<file path="src/rtl/lcd_bus_ctrl.sv">
// Write engine for an HD44780-class LCD: byte FIFO plus setup/pulse/hold/exec timing in 8- or 4-bit bus mode.
// Optional power-on init sequence enabled by defining LCD_INIT_SEQ_EN.
module lcd_bus_ctrl #(
    parameter int unsigned BUS_W   = 8,
    parameter int unsigned DEPTH   = 4,
    parameter int unsigned T_SETUP = 2,
    parameter int unsigned T_PULSE = 10,
    parameter int unsigned T_HOLD  = 2,
    parameter int unsigned T_EXEC  = 2000,
    parameter int unsigned T_CLR   = 80000
) (
    input  logic                     clock,
    input  logic                     reset,
    input  logic                     in_valid,
    output logic                     in_ready,
    input  logic                     in_rs,
    input  logic [7:0]               in_data,
    output logic                     busy,
    output logic [$clog2(DEPTH):0]   fifo_count,
    output logic                     RS,
    output logic                     RW,
    output logic                     enable_l,
    output logic [BUS_W-1:0]         bus
);
    localparam int unsigned AW    = $clog2(DEPTH);
    localparam int unsigned CTW   = AW + 1;
    localparam int unsigned T_M1  = (T_CLR > T_EXEC) ? T_CLR : T_EXEC;
    localparam int unsigned T_M2  = (T_SETUP > T_PULSE) ? T_SETUP : T_PULSE;
    localparam int unsigned T_M3  = (T_M2 > T_HOLD) ? T_M2 : T_HOLD;
    localparam int unsigned T_MAX = (T_M1 > T_M3) ? T_M1 : T_M3;
    localparam int unsigned CW    = $clog2(T_MAX + 1);
    localparam bit          NIBBLE = (BUS_W == 4);

    typedef enum logic [2:0] {
        S_IDLE, S_SETUP, S_PULSE, S_HOLD, S_EXEC
`ifdef LCD_INIT_SEQ_EN
        , S_INIT
`endif
    } state_t;

`ifdef LCD_INIT_SEQ_EN
    localparam state_t      RST_STATE  = S_INIT;
    localparam logic        RST_BUSY   = 1'b1;
    localparam int unsigned RST_CNT    = T_CLR - 1;
    localparam int unsigned INIT_LAST  = NIBBLE ? 4 : 3;

    // {lone nibble, command byte}; 4-bit mode opens with a lone 0x2 nibble
    function automatic logic [8:0] init_item(input logic [2:0] idx);
        logic [2:0] k;
        k = NIBBLE ? idx - 3'd1 : idx;
        if (NIBBLE && idx == 3'd0) return 9'h120;
        case (k)
            3'd0:    return NIBBLE ? 9'h028 : 9'h038;
            3'd1:    return 9'h00C;
            3'd2:    return 9'h001;
            default: return 9'h006;
        endcase
    endfunction

    logic [2:0] init_idx_q, init_idx_n;
    logic       init_go;
`else
    localparam state_t      RST_STATE  = S_IDLE;
    localparam logic        RST_BUSY   = 1'b0;
    localparam int unsigned RST_CNT    = 0;
`endif

    logic [7:0]     mem_data [DEPTH];
    logic           mem_rs   [DEPTH];
    logic [AW-1:0]  wr_q, rd_q;
    logic [CTW-1:0] count_q;
    logic           push_c, pop_c;

    state_t         state_q, state_n;
    logic [CW-1:0]  cnt_q, cnt_n, exec_load;
    logic           rs_q, rs_n, en_q, en_n, busy_q, busy_n;
    logic           first_q, first_n, lone_q, lone_n;
    logic [BUS_W-1:0] bus_q, bus_n;
    logic [7:0]     data_q, data_n;
    logic           cnt_zero, fifo_go, start, st_rs, st_lone;
    logic [7:0]     st_data;

    assign in_ready   = (count_q < CTW'(DEPTH));
    assign fifo_count = count_q;
    assign push_c     = in_valid && in_ready;
    assign RS         = rs_q;
    assign RW         = 1'b0;
    assign enable_l   = en_q;
    assign bus        = bus_q;
    assign busy       = busy_q;

    // Clear (0x01) and home (0x02/0x03) commands need the long execution wait
    assign exec_load = (!rs_q && (data_q == 8'h01 || data_q[7:1] == 7'h01))
                       ? CW'(T_CLR - 1) : CW'(T_EXEC - 1);
    assign cnt_zero  = (cnt_q == '0);

    always_ff @(posedge clock) begin
        if (reset) begin
            wr_q    <= '0;
            rd_q    <= '0;
            count_q <= '0;
        end else begin
            if (push_c) wr_q <= wr_q + AW'(1);
            if (pop_c)  rd_q <= rd_q + AW'(1);
            case ({push_c, pop_c})
                2'b10:   count_q <= count_q + CTW'(1);
                2'b01:   count_q <= count_q - CTW'(1);
                default: count_q <= count_q;
            endcase
        end
    end

    always_ff @(posedge clock) begin
        if (push_c) begin
            mem_data[wr_q] <= in_data;
            mem_rs[wr_q]   <= in_rs;
        end
    end

    always_comb begin
        state_n = state_q;
        cnt_n   = cnt_zero ? cnt_q : cnt_q - CW'(1);
        rs_n    = rs_q;
        en_n    = en_q;
        bus_n   = bus_q;
        data_n  = data_q;
        first_n = first_q;
        lone_n  = lone_q;
        pop_c   = 1'b0;
        fifo_go = 1'b0;
        start   = 1'b0;
        st_rs   = 1'b0;
        st_lone = 1'b0;
        st_data = 8'h00;
`ifdef LCD_INIT_SEQ_EN
        init_idx_n = init_idx_q;
        init_go    = 1'b0;
`endif
        case (state_q)
            S_IDLE:  fifo_go = 1'b1;
            S_SETUP: if (cnt_zero) begin
                state_n = S_PULSE;
                cnt_n   = CW'(T_PULSE - 1);
                en_n    = 1'b0;
            end
            S_PULSE: if (cnt_zero) begin
                state_n = S_HOLD;
                cnt_n   = CW'(T_HOLD - 1);
                en_n    = 1'b1;
            end
            S_HOLD: if (cnt_zero) begin
                if (NIBBLE && first_q && !lone_q) begin
                    state_n = S_SETUP;
                    cnt_n   = CW'(T_SETUP - 1);
                    bus_n   = BUS_W'(data_q[3:0]);
                    first_n = 1'b0;
                end else begin
                    state_n = S_EXEC;
                    cnt_n   = exec_load;
                end
            end
            S_EXEC: if (cnt_zero) begin
                state_n = S_IDLE;
                fifo_go = 1'b1;
`ifdef LCD_INIT_SEQ_EN
                if (init_idx_q <= 3'(INIT_LAST)) begin
                    fifo_go = 1'b0;
                    init_go = 1'b1;
                end
`endif
            end
`ifdef LCD_INIT_SEQ_EN
            S_INIT: if (cnt_zero) init_go = 1'b1;
`endif
            default: state_n = S_IDLE;
        endcase

        // Next byte launches on the same edge the FSM would otherwise return to IDLE
        if (fifo_go && count_q != '0) begin
            pop_c   = 1'b1;
            start   = 1'b1;
            st_rs   = mem_rs[rd_q];
            st_data = mem_data[rd_q];
        end
`ifdef LCD_INIT_SEQ_EN
        if (init_go) begin
            start              = 1'b1;
            {st_lone, st_data} = init_item(init_idx_q);
            init_idx_n         = init_idx_q + 3'd1;
        end
`endif
        if (start) begin
            state_n = S_SETUP;
            cnt_n   = CW'(T_SETUP - 1);
            rs_n    = st_rs;
            data_n  = st_data;
            lone_n  = st_lone;
            first_n = 1'b1;
            bus_n   = NIBBLE ? BUS_W'(st_data[7:4]) : BUS_W'(st_data);
        end
        busy_n = (state_n != S_IDLE);
    end

    always_ff @(posedge clock) begin
        if (reset) begin
            state_q <= RST_STATE;
            cnt_q   <= CW'(RST_CNT);
            rs_q    <= 1'b0;
            en_q    <= 1'b1;
            bus_q   <= '0;
            data_q  <= 8'h00;
            first_q <= 1'b0;
            lone_q  <= 1'b0;
            busy_q  <= RST_BUSY;
`ifdef LCD_INIT_SEQ_EN
            init_idx_q <= 3'd0;
`endif
        end else begin
            state_q <= state_n;
            cnt_q   <= cnt_n;
            rs_q    <= rs_n;
            en_q    <= en_n;
            bus_q   <= bus_n;
            data_q  <= data_n;
            first_q <= first_n;
            lone_q  <= lone_n;
            busy_q  <= busy_n;
`ifdef LCD_INIT_SEQ_EN
            init_idx_q <= init_idx_n;
`endif
        end
    end
endmodule
</file>
<file path="config.mk">
export PLATFORM = sky130hd
export DESIGN_NAME = lcd_bus_ctrl
export DESIGN_NICKNAME = d
export VERILOG_FILES = /design/src/rtl/lcd_bus_ctrl.sv
export SDC_FILE = /design/constraint.sdc
export NUM_CORES = 1
export LEC_CHECK = 0
export CORE_UTILIZATION = 49
export DETAILED_ROUTE_END_ITERATION = 7
export DONT_BUFFER_PORTS = 1
export GPL_TIMING_DRIVEN = 0
export SYNTH_ARGS = -nofsm -noshare
export SYNTH_HDL_FRONTEND = slang
export SYNTH_SLANG_ARGS = --single-unit
</file>
<file path="constraint.sdc">
create_clock -name clock -period 3.35 [get_ports clock]
set_input_delay 0.335 -clock clock [delete_from_list [all_inputs] [get_ports clock]]
set_output_delay 0.335 -clock clock [all_outputs]
set_load 0.1 [all_outputs]
</file>
Word-level counts from Yosys, hierarchy flattened:

Memory sizes are Yosys's and may differ from the RTL's. A register that Yosys moved wholly into a read port is not among the register bits.
Cells that the tools add are included.

* latch bits: 0
* RAM bits: 36
* flip-flop bits (word level): 29
* bits in read-only memories: 0
* word-level logic and storage cells: 61
* output and inout port bits: 16
* input bits: 12
* memories kept: 2

Memories
* mem_data: depth 4, width 8, read ports 1, clocked after memory_dff 1, wr ports 1, line 68 `logic [7:0] mem_data [DEPTH];`
* mem_rs: depth 4, width 1, read ports 1, clocked after memory_dff 1, wr ports 1, line 69 `logic mem_rs [DEPTH];`

* bitwise logic cells: 0
* multipliers: 0
* muxes and demuxes: 22
* reduce and logical (&&, ||, !) cells: 13
* div/mod/pow operators: 0
* shifts and indexed selects: 0
* add/sub/neg operators: 5
* eq/ne operators: 10
* order comparisons: 1

Operator list (number)
* 2-to-1 mux 17 bit: 5
* case mux 17 bit (3 select lines): 1
* zero test 17 bit: 1
* subtractor 17 x 1 -> 17 bit, second input constant: 1
* 2-to-1 mux 3 bit: 5
* case mux 3 bit (5 select lines): 1
* == test 8 x 1 -> 1 bit, second input constant: 1
* == test 7 x 1 -> 1 bit, second input constant: 1
* 2-to-1 mux 1 bit: 7
* == test 3 x 2 -> 1 bit, second input constant: 2
* case mux 3 bit (2 select lines): 1
* nonzero test 3 bit: 2
* adder 2 x 1 -> 2 bit, second input constant: 2
* != test 2 bit, second input constant: 2
* case mux 1 bit (2 select lines): 2
* nonzero test 2 bit: 2
* adder 3 x 1 -> 3 bit, second input constant: 1
* == test 3 x 1 -> 1 bit, second input constant: 1
* == test 3 bit, second input constant: 1
* logical AND 1 bit: 3
* zero test 3 bit: 1
* < comparator 3 bit, second input constant: 1
* AND reduction 3 bit: 1
* subtractor 3 x 1 -> 3 bit, second input constant: 1
* 5 further kinds: 5

Longest topological paths before layout:

* depth after elaboration: 7
* depth in mapped cells: 13
* mapped depth without buffers: 12

Worst setup path after synthesis:

No wires, ideal clock.

* path kind: reg-to-reg
* start: register count_q[1] (netlist: fifo_count[1])
* end: register count_q[2] (netlist: fifo_count[2])
* setup time: 0.070 ns
* required time: 3.280 ns
* period minus slack after synthesis: 2.933 ns
* path slack: 0.417 ns
* arrival: 2.863 ns
* stages on the path, launching flop included: 11
* cell sequence: dfxtp_1 > o31ai_1 > a21o_1 > inv_2 > buf_2 > ha_1 > inv_1 > fa_1 > xor2_1 > or3_1 > a21oi_1

* cells in the longest elaborated chain, start to end: 5

RTL lines
* start, declared: line 71 `logic [CTW-1:0] count_q;`
* start signal, assigned: line 106 `2'b10: count_q <= count_q + CTW'(1);`
* start signal, assigned: line 107 `2'b01: count_q <= count_q - CTW'(1);`
* start signal, assigned: line 108 `default: count_q <= count_q;`
* nonzero test 3 bit (*): line 179 `if (fifo_go && count_q != '0) begin`
* logical AND 1 bit (*): line 179
* 2-to-1 mux 1 bit (*): line 179
* via pop_c: line 72 `logic push_c, pop_c;`
* == test 2 x 1 -> 1 bit / == test 2 bit (equally long branches): line 105 `case ({push_c, pop_c})`
* case mux 3 bit (2 select lines) / nonzero test 2 bit (equally long branches)

The timed path passes the listed nets; every way through them passes the cells marked *.
A chain may end at the register's enable or synchronous reset.

Final worst setup path:

* start: register cnt_q[0]
* end: register count_q[2] (netlist: fifo_count[2])

* cells in the longest elaborated chain, start to end: 7

RTL lines
* start, declared: line 75 `logic [CW-1:0] cnt_q, cnt_n, exec_load;`
* start signal, assigned: line 207 `cnt_q <= CW'(RST_CNT);`
* start signal, assigned: line 220 `cnt_q <= cnt_n;`
* zero test 17 bit (*): line 95 `assign cnt_zero = (cnt_q == '0);`
* 2-to-1 mux 1 bit (*): line 162 `S_EXEC: if (cnt_zero) begin`
* case mux 1 bit (2 select lines) (*): line 139 `case (state_q)`
* logical AND 1 bit (*): line 179
* 2-to-1 mux 1 bit (*): line 179
* via pop_c: line 72
* == test 2 x 1 -> 1 bit / == test 2 bit (equally long branches): line 105
* case mux 3 bit (2 select lines) / nonzero test 2 bit (equally long branches)

Marked as above.

==> impl_metrics.json <==
{
  "status": "finished, final reports clean",
  "report.final.hold_viol_count": 0,
  "floorplan.rows": 29,
  "minimum_hold_slack_ns": 0.0763,
  "gpl.final_weighted_congestion": 0.757,
  "clkLatencyLatePin_ns": 0.35,
  "fp.dieW_um": 83.4,
  "antenna_found_initial": 0,
  "synth_ff_type": "sky130_fd_sc_hd__dfxtp_1",
  "synthDominantAreaCellType": "sky130_fd_sc_hd__edfxtp_1",
  "dp.final_hpwl_um": 4370,
  "worst-path-max-fanout": 10,
  "cts_buffer_depth": 2,
  "routed_wire_length_per_instance_um": 16.5,
  "clock-sinks": 74,
  "cts_inserted_buffers": 9,
  "globalRouteTotalUtil": 0.195,
  "post_route_cells_drive_above_1_share": 0.146,
  "setup.worst_path.start_class": "flip-flop",
  "crit_arrival_ns": 3.36,
  "synthMostInstantiatedCell": "sky130_fd_sc_hd__dfxtp_1",
  "first_global_vias": 2097,
  "insertedDiodeCount": 0,
  "timing.fmax_mhz": 324,
  "synth_seq_area_share": 0.567,
  "design.die.area_mm2": 0.00696,
  "synth_fp_nets": 303,
  "synth_area_mm2": 0.00325,
  "route.vias.total": 2105,
  "finalWorstSetupSlack_ns": 0.260,
  "drtIter0Drc": 71,
  "final_antenna_net_count": 0,
  "tritoncts": "yes",
  "effective_utilization_at_floorplan": 0.509,
  "layout.nets": 317,
  "place_ws_ns": 0.118,
  "synthesized_area_divided_by_synthesized_cell_count_um2": 11.5,
  "timing.critical_path.cells": "inv_1, ha_1, nor4b_4, nand4_1, a21o_1, inv_2, buf_2, ha_1, inv_1, fa_1, xor2_1, or3_1, a21oi_1",
  "cts.clk_slew.worst_paths_ns": 0.08,
  "setup-violations-final": 0,
  "postSynthCellCount": 283,
  "area_growth_syn_to_layout_pct": 9.24,
  "wire_length_of_the_first_global_routing_pass_um": 10400,
  "netlist.area_leader.share": 0.333,
  "post-route-min-period_ns": 3.09,
  "max_cap_viol_count": 0,
  "wirelength_um": 6240,
  "firstDrtPassIters": 4,
  "synth.cells.most_frequent": "sky130_fd_sc_hd__dfxtp_1, sky130_fd_sc_hd__edfxtp_1, sky130_fd_sc_hd__a21oi_1, sky130_fd_sc_hd__nand2_1, sky130_fd_sc_hd__nor2_1",
  "fp.dieH_um": 83.4,
  "async_flop_share": 0,
  "grt_max_degree": 15,
  "core-area_mm2": 0.00639,
  "globalRoute.totalOverflow": 0,
  "hold_path_class": "in2reg",
  "layout_worst_path_cycle_share": 0.922,
  "via_per_inst": 5.55,
  "slew_worst_pin_ns": 1.05,
  "ys_top_cells_by_area": "sky130_fd_sc_hd__edfxtp_1, sky130_fd_sc_hd__dfxtp_1, sky130_fd_sc_hd__mux4_2",
  "required_ns": 3.62,
  "critical_path_sink_type": "flip-flop",
  "synth_enable_flop_cells": 36,
  "flop_and_latch_count_out_of_synthesis": 74,
  "yosysWarningCount": 0,
  "slowest_stage": "sky130_fd_sc_hd__fa_1",
  "slew_headroom": 0.301,
  "crit_type": "reg2reg",
  "numPortBuffers": 0,
  "timing.critical_path.max_delay_family": "simple AND/OR/NAND/NOR gates",
  "cts.root.buffer_cell": "sky130_fd_sc_hd__clkbuf_8",
  "path_buf_inv": 4,
  "finalMaxSlewViolations": 0,
  "worst_path_largest_cell_delay_ns": 0.37,
  "ioPinCount": 28,
  "synth_unique_cells": 46,
  "final.setup_skew_ns": 0.00907,
  "remaining_drc_errors": 0,
  "htree_num_levels": 3
}
==> metrics by stage <==
stage	cells	util	instance area, µm²	TNS, ns
after floorplan	283	-	3250	0
after global placement	360	0.524	3350	0
after global routing	379	0.556	3550	-0.0238
final	379	0.556	3550	0
after detailed placement	360	0.524	3350	0
after CTS	376	0.552	3520	0
==> cells by family (layout without fill, tap and decap cells) <==
group	after synthesis	in the layout	synth area share
buffers and inverters	26	45	0.0323
XOR/XNOR	12	12	0.0323
multiplexers	9	9	0.0624
AO/OA/AOI/OAI	56	56	0.104
adder cells (fa/ha/maj)	8	8	0.0331
other	1	1	0.00115
AND/OR/NAND/NOR	97	97	0.168
flip-flops	74	74	0.567
==> layout by cell type (no fill, tap or decap), types with 3 or more instances in the layout <==
master and instances:
sky130_fd_sc_hd__edfxtp_1 36, sky130_fd_sc_hd__dfxtp_1 35, sky130_fd_sc_hd__a21oi_1 30, sky130_fd_sc_hd__nand2_1 25, sky130_fd_sc_hd__nor2_1 18, sky130_fd_sc_hd__clkbuf_1 11
sky130_fd_sc_hd__nor3_1 11, sky130_fd_sc_hd__inv_1 9, sky130_fd_sc_hd__xor2_1 9, sky130_fd_sc_hd__mux4_2 9, sky130_fd_sc_hd__clkbuf_8 9, sky130_fd_sc_hd__ha_1 7
sky130_fd_sc_hd__o21ai_0 6, sky130_fd_sc_hd__nand3_1 6, sky130_fd_sc_hd__nand4_1 5, sky130_fd_sc_hd__nand3b_1 5, sky130_fd_sc_hd__nor2b_1 4, sky130_fd_sc_hd__and2_1 4
sky130_fd_sc_hd__nand2b_1 4, sky130_fd_sc_hd__buf_4 4, sky130_fd_sc_hd__clkinv_4 4, sky130_fd_sc_hd__nor4_1 3, sky130_fd_sc_hd__o31ai_1 3, sky130_fd_sc_hd__buf_2 3
sky130_fd_sc_hd__xnor2_1 3, sky130_fd_sc_hd__a31oi_1 3, sky130_fd_sc_hd__or3_1 3, sky130_fd_sc_hd__dfxtp_2 3
==> cell type report <==
cell class | instances | area (µm²)
buffer | 16 | 67.6
clock buffer | 9 | 124
clock inverter | 7 | 53.8
fill | 555 | 2840
inverter | 10 | 37.5
multi-input combinational | 183 | 1300
sequential | 74 | 1850
tap | 77 | 96.3
timing repair buffer | 3 | 22.5
==> timing repair <==
item | CTS | global route
endpoints found under the setup margin | 0 | 1
endpoints found under the hold margin | 0 | 0
hold buffers | 0 | 0
gates resized for setup | 0 | 3
setup buffers | 0 | 3
==> registers in the layout, summed over array words and instances (netlist names) <==
| signal | count |
|---|---|
| RS | 1 |
| busy | 1 |
| cnt_q | 17 |
| data_q | 8 |
| enable_l | 1 |
| fifo_count | 3 |
| mem_data | 32 |
| mem_rs | 4 |
| rd_q | 2 |
| state_q | 3 |
| wr_q | 2 |
==> per-layer routing <==
metal | share of wire | track usage | vias to the layer above
li1 | - | - | 1061
met1 | 0.43 | 0.232 | 1001
met2 | 0.51 | 0.338 | 32
met3 | 0.046 | 0.0686 | 11
met4 | 0.011 | 0.0508 | 0
met5 | 0 | 0 | -
==> worst register-to-register path: stages, from the launching register on <==
cell	delay, ns
sky130_fd_sc_hd__dfxtp_1	0.34
sky130_fd_sc_hd__inv_1	0.07
sky130_fd_sc_hd__ha_1	0.23
sky130_fd_sc_hd__nor4b_4	0.32
sky130_fd_sc_hd__nand4_1	0.21
sky130_fd_sc_hd__a21o_1	0.27
sky130_fd_sc_hd__inv_2	0.09
sky130_fd_sc_hd__buf_2	0.24
sky130_fd_sc_hd__ha_1	0.22
sky130_fd_sc_hd__inv_1	0.06
sky130_fd_sc_hd__fa_1	0.37
sky130_fd_sc_hd__xor2_1	0.15
sky130_fd_sc_hd__or3_1	0.31
sky130_fd_sc_hd__a21oi_1	0.14
==> final timing paths <==
kind,startpoint,end,slack [ns],depth (start not counted)
hold reg to reg,cnt_q[16]$_SDFF_PP0_,cnt_q[16]$_SDFF_PP0_,0.48,2
setup / recovery,cnt_q[0]$_SDFF_PP0_,fifo_count[2]$_SDFFE_PP0P_,0.26,13
setup reg to reg,cnt_q[0]$_SDFF_PP0_,fifo_count[2]$_SDFFE_PP0P_,0.26,13
hold / removal,in_data[0],mem_data[0][0]$_DFFE_PP_,0.08,0
Power is not shown: default switching activity piles up to over one toggle a cycle in this logic, so the estimate is an artifact.
